`config.mk`:
```
export PLATFORM = sky130hd
export DESIGN_NAME = fetch_sequencer
export DESIGN_NICKNAME = d
export VERILOG_FILES = /design/src/rtl/veririsc_pkg.sv /design/src/rtl/fetch_sequencer_counter.sv /design/src/rtl/fetch_sequencer.sv
export SDC_FILE = /design/constraint.sdc
export NUM_CORES = 1
export LEC_CHECK = 0
export BUFFER_PORTS_ARGS = -buffer_cell sky130_fd_sc_hd__buf_2
export CAP_MARGIN = 10
export CORE_ASPECT_RATIO = 0.9
export CORE_UTILIZATION = 45
export DETAILED_ROUTE_END_ITERATION = 10
export PLACE_DENSITY_LB_ADDON = 0.2
export SLEW_MARGIN = 20
export SYNTH_ARGS = -nofsm -noshare
export SYNTH_HDL_FRONTEND = slang
export SYNTH_SLANG_ARGS = --single-unit
```
`constraint.sdc`:
```
create_clock -name clk -period 1.8 [get_ports clk]
set_input_delay 0.54 -clock clk [delete_from_list [all_inputs] [get_ports clk]]
set_output_delay 0.54 -clock clk [all_outputs]
set_load 0.03 [all_outputs]
```
`src/rtl/veririsc_pkg.sv`:
```
// Shared VeriRISC definitions: opcodes, default widths and the sequencer state encoding.
package veririsc_pkg;

  localparam int AWIDTH_DEF = 5;
  localparam int DWIDTH_DEF = 8;

  localparam logic [2:0] HLT = 3'd0;
  localparam logic [2:0] SKZ = 3'd1;
  localparam logic [2:0] ADD = 3'd2;
  localparam logic [2:0] AND = 3'd3;
  localparam logic [2:0] XOR = 3'd4;
  localparam logic [2:0] LDA = 3'd5;
  localparam logic [2:0] STO = 3'd6;
  localparam logic [2:0] JMP = 3'd7;

  typedef enum logic {
    RUN    = 1'b0,
    HALTED = 1'b1
  } state_e;

endpackage

```
`src/rtl/fetch_sequencer_counter.sv`:
```
// Loadable up-counter with enable and synchronous active-low reset.
// Load has priority over increment; the count wraps modulo 2^WIDTH.
module counter #(
  parameter int WIDTH = 5
) (
  input  logic             clk,
  input  logic             rst,
  input  logic             ld,
  input  logic             en,
  input  logic [WIDTH-1:0] d,
  output logic [WIDTH-1:0] q
);

  logic [WIDTH-1:0] cnt_q;
  logic [WIDTH-1:0] cnt_d;

  // Next count: load wins over increment, otherwise hold.
  always_comb begin
    cnt_d = cnt_q;
    if (ld) begin
      cnt_d = d;
    end else if (en) begin
      cnt_d = cnt_q + WIDTH'(1'b1);
    end else begin
      cnt_d = cnt_q;
    end
  end

  // Count register with synchronous clear.
  always_ff @(posedge clk) begin
    if (!rst) begin
      cnt_q <= '0;
    end else begin
      cnt_q <= cnt_d;
    end
  end

  assign q = cnt_q;

endmodule

```
`src/rtl/fetch_sequencer.sv`:
```
// Fetch sequencer: RUN/HALTED machine, 8-phase instruction counter,
// program counter, instruction register and memory address mux.
module fetch_sequencer
  import veririsc_pkg::*;
#(
  parameter int AWIDTH = AWIDTH_DEF,
  parameter int DWIDTH = DWIDTH_DEF
) (
  input  logic              clk,
  input  logic              rst,
  input  logic [DWIDTH-1:0] data,
  input  logic              ld_ir,
  input  logic              inc_pc,
  input  logic              ld_pc,
  input  logic              sel,
  input  logic              halt,
  input  logic              resume,
  output logic [2:0]        phase,
  output logic [2:0]        opcode,
  output logic [AWIDTH-1:0] ir_addr,
  output logic [AWIDTH-1:0] pc_addr,
  output logic [AWIDTH-1:0] addr,
  output logic              running
);

  state_e            state_q;
  state_e            state_d;
  logic [DWIDTH-1:0] ir_q;
  logic [DWIDTH-1:0] ir_d;
  logic              phase_en_s;
  logic              in_run_s;
  logic              pc_ld_s;
  logic              pc_en_s;

  assign in_run_s = (state_q == RUN);

  // Controller strobes act only in RUN, including the cycle that enters HALTED.
  assign pc_ld_s = in_run_s & ld_pc;
  assign pc_en_s = in_run_s & inc_pc;

  // Next state and phase advance: halt freezes the phase, resume steps it once.
  always_comb begin
    state_d    = state_q;
    phase_en_s = 1'b0;
    case (state_q)
      RUN: begin
        if (halt) begin
          state_d    = HALTED;
          phase_en_s = 1'b0;
        end else begin
          state_d    = RUN;
          phase_en_s = 1'b1;
        end
      end
      HALTED: begin
        if (resume) begin
          state_d    = RUN;
          phase_en_s = 1'b1;
        end else begin
          state_d    = HALTED;
          phase_en_s = 1'b0;
        end
      end
      default: begin
        state_d    = RUN;
        phase_en_s = 1'b0;
      end
    endcase
  end

  // Instruction register next value: capture the bus while running.
  always_comb begin
    ir_d = ir_q;
    if (in_run_s && ld_ir) begin
      ir_d = data;
    end else begin
      ir_d = ir_q;
    end
  end

  // State and instruction registers with synchronous reset to RUN / HLT.
  always_ff @(posedge clk) begin
    if (!rst) begin
      state_q <= RUN;
      ir_q    <= '0;
    end else begin
      state_q <= state_d;
      ir_q    <= ir_d;
    end
  end

  counter #(.WIDTH(AWIDTH)) u_pc (
    .clk (clk),
    .rst (rst),
    .ld  (pc_ld_s),
    .en  (pc_en_s),
    .d   (ir_q[AWIDTH-1:0]),
    .q   (pc_addr)
  );

  counter #(.WIDTH(3)) u_phase (
    .clk (clk),
    .rst (rst),
    .ld  (1'b0),
    .en  (phase_en_s),
    .d   (3'd0),
    .q   (phase)
  );

  assign opcode  = ir_q[DWIDTH-1:DWIDTH-3];
  assign ir_addr = ir_q[AWIDTH-1:0];
  assign running = in_run_s;
  assign addr    = sel ? pc_addr : ir_addr;

endmodule

```
# Yosys cells after proc, flatten, opt, wreduce, memory -nomap -nowiden
# Cells that the tools add are included.
[totals]
regBits = 17
input_bits = 16
[op_classes]
n_reduce_logical = 2
add_sub_neg = 2
n_mux = 9
n_bitwise = 3
[ops]
columns = ["operator", "count"]
rows = [
  ["two-way mux 5 bit", 3],
  ["adder 5 x 1 -> 5 bit (second input constant)", 1],
  ["two-way mux 1 bit", 4],
  ["one-hot mux 1 bit (2 select lines)", 2],
  ["adder 3 x 1 -> 3 bit (second input constant)", 1],
  ["AND 1 bit", 2],
  ["nonzero test 2 bit", 1],
  ["logical AND 1 bit", 1],
  ["NOT 1 bit", 1],
]

# Logic depth before layout (Yosys ltp)
[depth]
depth_word = 4
mapped_depth = 4
depth_no_buf = 4

# Modules after synthesis
# From an unflattened synthesis, not the netlist that was laid out.
[hier_totals]
hier_cells = 91
hier_area_um2 = 857.1
[modules_own_cells]
columns = ["module", "n_inst", "area_each_um2", "cells_per_inst"]
rows = [
  ["fetch_sequencer", 1, 452.9, 49],
  ["counter at u_pc", 1, 237.7, 27],
  ["counter at u_phase", 1, 166.4, 15],
]

# Least setup slack after synthesis
# No wires, ideal clock.
[synth_timing]
path_kind = "reg-to-reg"
from = "register u_pc.cnt_q[0] (netlist: u_pc.q[0])"
to = "register u_pc.cnt_q[4] (netlist: u_pc.q[4])"
required_time_ns = 1.723
slack_ns = 0.297
path_buffers = 0
t_arrival_ns = 1.427
path_stages_with_launch = 5
synth_period_minus_slack_ns = 1.503
cell_sequence = "dfxtp_1 ha_1 nand4_1 or4_1 a41oi_2"
[synth_via]
elab_chain_cells = 3
[synth_lines]
columns = ["element", "line", "text"]
rows = [
  ["from (decl)", "fetch_sequencer_counter.sv:14", "logic [WIDTH-1:0] cnt_q;"],
  ["from (signal assigned)", "fetch_sequencer_counter.sv:34", "cnt_q <= cnt_d;"],
  ["adder 5 x 1 -> 5 bit", "fetch_sequencer_counter.sv:23", "cnt_d = cnt_q + WIDTH'(1'b1);"],
  ["two-way mux 5 bit", "fetch_sequencer_counter.sv:22", "end else if (en) begin"],
  ["two-way mux 5 bit", "fetch_sequencer_counter.sv:20", "if (ld) begin"],
]
# Every way passes these cells. The select of a mux whose other input is x is not followed.
# A chain may end at the register's enable or synchronous reset.

# Final worst setup path
[layout_timing]
from = "input sel"
to = "output addr[4]"
[layout_via]
elab_chain_cells = 1
[layout_lines]
columns = ["element", "line", "text"]
rows = [
  ["from (decl)", "fetch_sequencer.sv:15", "input logic sel,"],
  ["two-way mux 5 bit", "fetch_sequencer.sv:113", "assign addr = sel ? pc_addr : ir_addr;"],
  ["to (decl)", "fetch_sequencer.sv:22", "output logic [AWIDTH-1:0] addr,"],
]
# Every way passes these cells.

==> parameters.txt <==
Parameter                              Value

Synth
  Seq cells post-synth ... 17
  Largest cells by area after synthesis ... dfxtp_1 40%, mux2i_1 9.5%, mux2_2 6.7%
  Sequential share of the synthesized area ... 40.30%
  Netlist Area Pre-Place ... around 840 um^2
  Cells after Synth ... 92
  Synthesized net count ... between 100 and 150
  Count of flip-flops with a built-in enable after synthesis ... 0
  Count of cell types in the netlist ... 29
  Most used flip-flop cell after synthesis ... dfxtp_1
  Warnings, synthesis ... 0
  Share of the synthesized area in the top cell type ... roughly 40%
  Mean instance size in the synthesized netlist ... 9.180 um^2
  Area leader, netlist ... dfxtp_1
  Commonest cells post-synth ... 17 x dfxtp_1, 12 x nor2_1, 8 x mux2i_1
  Proportion of synthesized flip-flops having asynchronous set or reset ... 0%
  Most numerous cell in the Yosys netlist ... dfxtp_1

Critical path
  Maximum fanout count along the critical path ... 5
  Data arrival time of the critical path ... 1200 ps
  Worst path max stage delay ... about 340 ps
  CP most frequent cell ... buf_2
  Critical Setup Path Class ... in2out
  Cell-by-cell listing of the critical path ... buf_2 > mux2_2 > buf_2
  Launching element type of the critical path ... primary input
  Reg2reg start ... u_pc.q[0]
  Req. time, crit path ... 1260 ps
  Slowest library cell on the worst path ... mux2_2
  Worst R2R Setup Slack ... between 400 and 500 ps
  Crit end category ... output pin
  Depth of the most critical reg-to-reg path ... 4
  Worst r2r dst ... u_pc.q[4]

Route
  Number of design rule violations left after detail routing ... 0
  Wire length reported by the detailed router ... ~1700 um
  Via Count ... between 700 and 800
  Starting DRT DRC Count ... 12
  Drt via density ... about 4.9
  First-pass DRT Iterations ... 4
  DRT antenna net count ... 0
  Wire per inst ... between 10 and 15 um

Finish
  Ratio of cells with drive above 1 in the final layout ... roughly two fifths
  Antenna Diode Count ... 0
  Final-stage net count ... 150
  P&R area growth vs syn ... 28.30%

STA
  Max Clock Freq ... 573.2 MHz
  Max-slew violation total from the final report ... 0
  Final Critical Period ... ~1700 ps
  Slew HR ... a little over two thirds
  Final setup violation count ... 0
  Setup repair after global routing missed its margin ... false
  Setup TNS Final ... 0 ps
  Post-Route Skew ... slightly below 1 ps
  Share of the clock period used by the worst path ... about 97%
  Pin slew with the least headroom to its limit ... between 400 and 500 ps
  Number of hold violations in the final report ... 0

Run status
  Status ... finished clean

GRT
  Via count of the first global-routing pass ... about 640
  Wire length of the first global-routing pass ... between 2000 and 3000 um
  GRT Total Usage ... between 10% and 20%
  Total gr overflow ... 0
  Antenna violations before repair ... 0
  Pin count of the biggest net entering global routing ... 15

Die
  Total die area ... between 2000 and 2500 um^2
  Die Wd ... ~48 um
  Die height ... 43.10 um
  Top-level port count ... 38
  Standard-cell row count ... 14
  Initial Utilization ... a little under 50%
  Std-Cell Core Area ... about 1700 um^2

Placement
  DP Wirelength ... around 1300 um
  Routability congestion estimate from global placement ... between 0.8 and 0.9
  Total of buffers placed on input and output ports ... 37

Pwr
  Worst ir drop on vdd ... a little under 0.0005 V
  Pwr/cell area ... a little under 800 nW/um^2
  PnR Total Power ... about 0.85 mW
  Static leakage power ... 0.5171 nW

Min path
  Beginning of the worst hold path ... u_phase.q[2]
  Path class of the lowest-slack min-delay path ... reg2reg
  Worst Hold Depth ... 2
  End point of the most critical hold path ... u_phase.q[2]

Clock tree
  Clock transition time at the flip-flop clock pins of the worst setup and hold paths ... 100 ps
  CTS Root Cell ... clkbuf_4
  Number of buffers inserted by hold repair at cts ... 0
  H-tree lvl count ... 1
  Buffers from clock root to sink, at most ... 2
  Clock sink total ... 17
  # resized after CTS ... 0
  CTS tree ... built
  Number of buffers added by the clock tree synthesis step ... 3
  Setup Fix Bufs, Post-CTS ... 0
  Insertion delay of the later-clocked pin in the worst-skew pair ... between 200 and 300 ps

Flow run
  # Max-Cap Violations ... 0
-- cell usage in the layout (no fill, tap or decap), types with 2 or more instances in the layout --
cell type	count
o21a_1	3
or4_1	2
nor2_1	12
nand2_1	2
ha_1	2
buf_4	2
buf_2	37
mux2i_1	8
nor2b_1	3
dfxtp_1	17
nand3_1	2
clkbuf_4	3
nor3_1	3
nand2b_1	2
a21oi_1	6
mux2_2	5
o21ai_0	6
inv_1	3
-- stage by stage --
| stage | util, % | hold WS, ps | cell area (um^2) | cells | setup WS (ps) |
|---|---|---|---|---|---|
| floorplan | - | 602.8 | 844.6 | 92 | 296.7 |
| global placement | 61.52 | 460.6 | 1056 | 151 | 46.78 |
| detailed placement | 61.52 | 469.6 | 1056 | 151 | 46.85 |
| CTS | 63.12 | 476.1 | 1084 | 155 | 46.39 |
| global route | 63.12 | 488.7 | 1084 | 155 | 17.44 |
| finish | 63.12 | 476.6 | 1084 | 155 | 55.39 |
-- how the worst max path moves through the flow --
stage / from / to / cells past startpoint
after global placement: sel / addr[4] / 3
after floorplan: u_pc.q[0] / u_pc.q[4] / 4
after global routing: sel / addr[4] / 3
after CTS: sel / addr[4] / 3
final: sel / addr[4] / 3
after detailed placement: sel / addr[4] / 3
-- state kept, by name, summed over array words and instances, names as in the netlist --
register / cells
u_pc.q: 5
state_q: 1
ir_q: 8
u_phase.q: 3
-- where the power goes --
part	switching (mW)	total, mW	leakage, nW	internal [mW]
clock network	0.120	0.203	0.0177	0.0825
logic	0.134	0.218	0.360	0.0843
registers	0.0253	0.427	0.140	0.401
-- area by class of cell --
cell class | count | area (um^2)
sequential | 17 | 340.3
clock buffer | 3 | 22.52
tap | 24 | 30.03
clock inverter | 1 | 5.005
multi-input combinational | 68 | 474.2
inverter | 3 | 11.26
timing repair buffer | 39 | 200.2
fill | 178 | 633.1
-- critical path, delay by kind of cell --
family,cells,cell delay [ps]
mux,1,340
buf+inv,2,320
-- routing by layer --
layer	GRT usage [%]	routed length, um
met4	10.00	19
met3	4.681	79
met1	28.20	869
met5	0	0
met2	26.03	752
-- kinds of logic (layout without fill, tap and decap cells) --
group,after synthesis,count (layout),share of synthesized area (%)
AO/OA/AOI/OAI,19,19,14.67
multiplexers,13,13,16.15
buffers and inverters,7,46,3.555
adder cells (fa/ha/maj),2,2,2.962
flip-flops,17,17,40.30
AND/OR/NAND/NOR,34,34,22.37
Power figures use the tool's default switching activity.
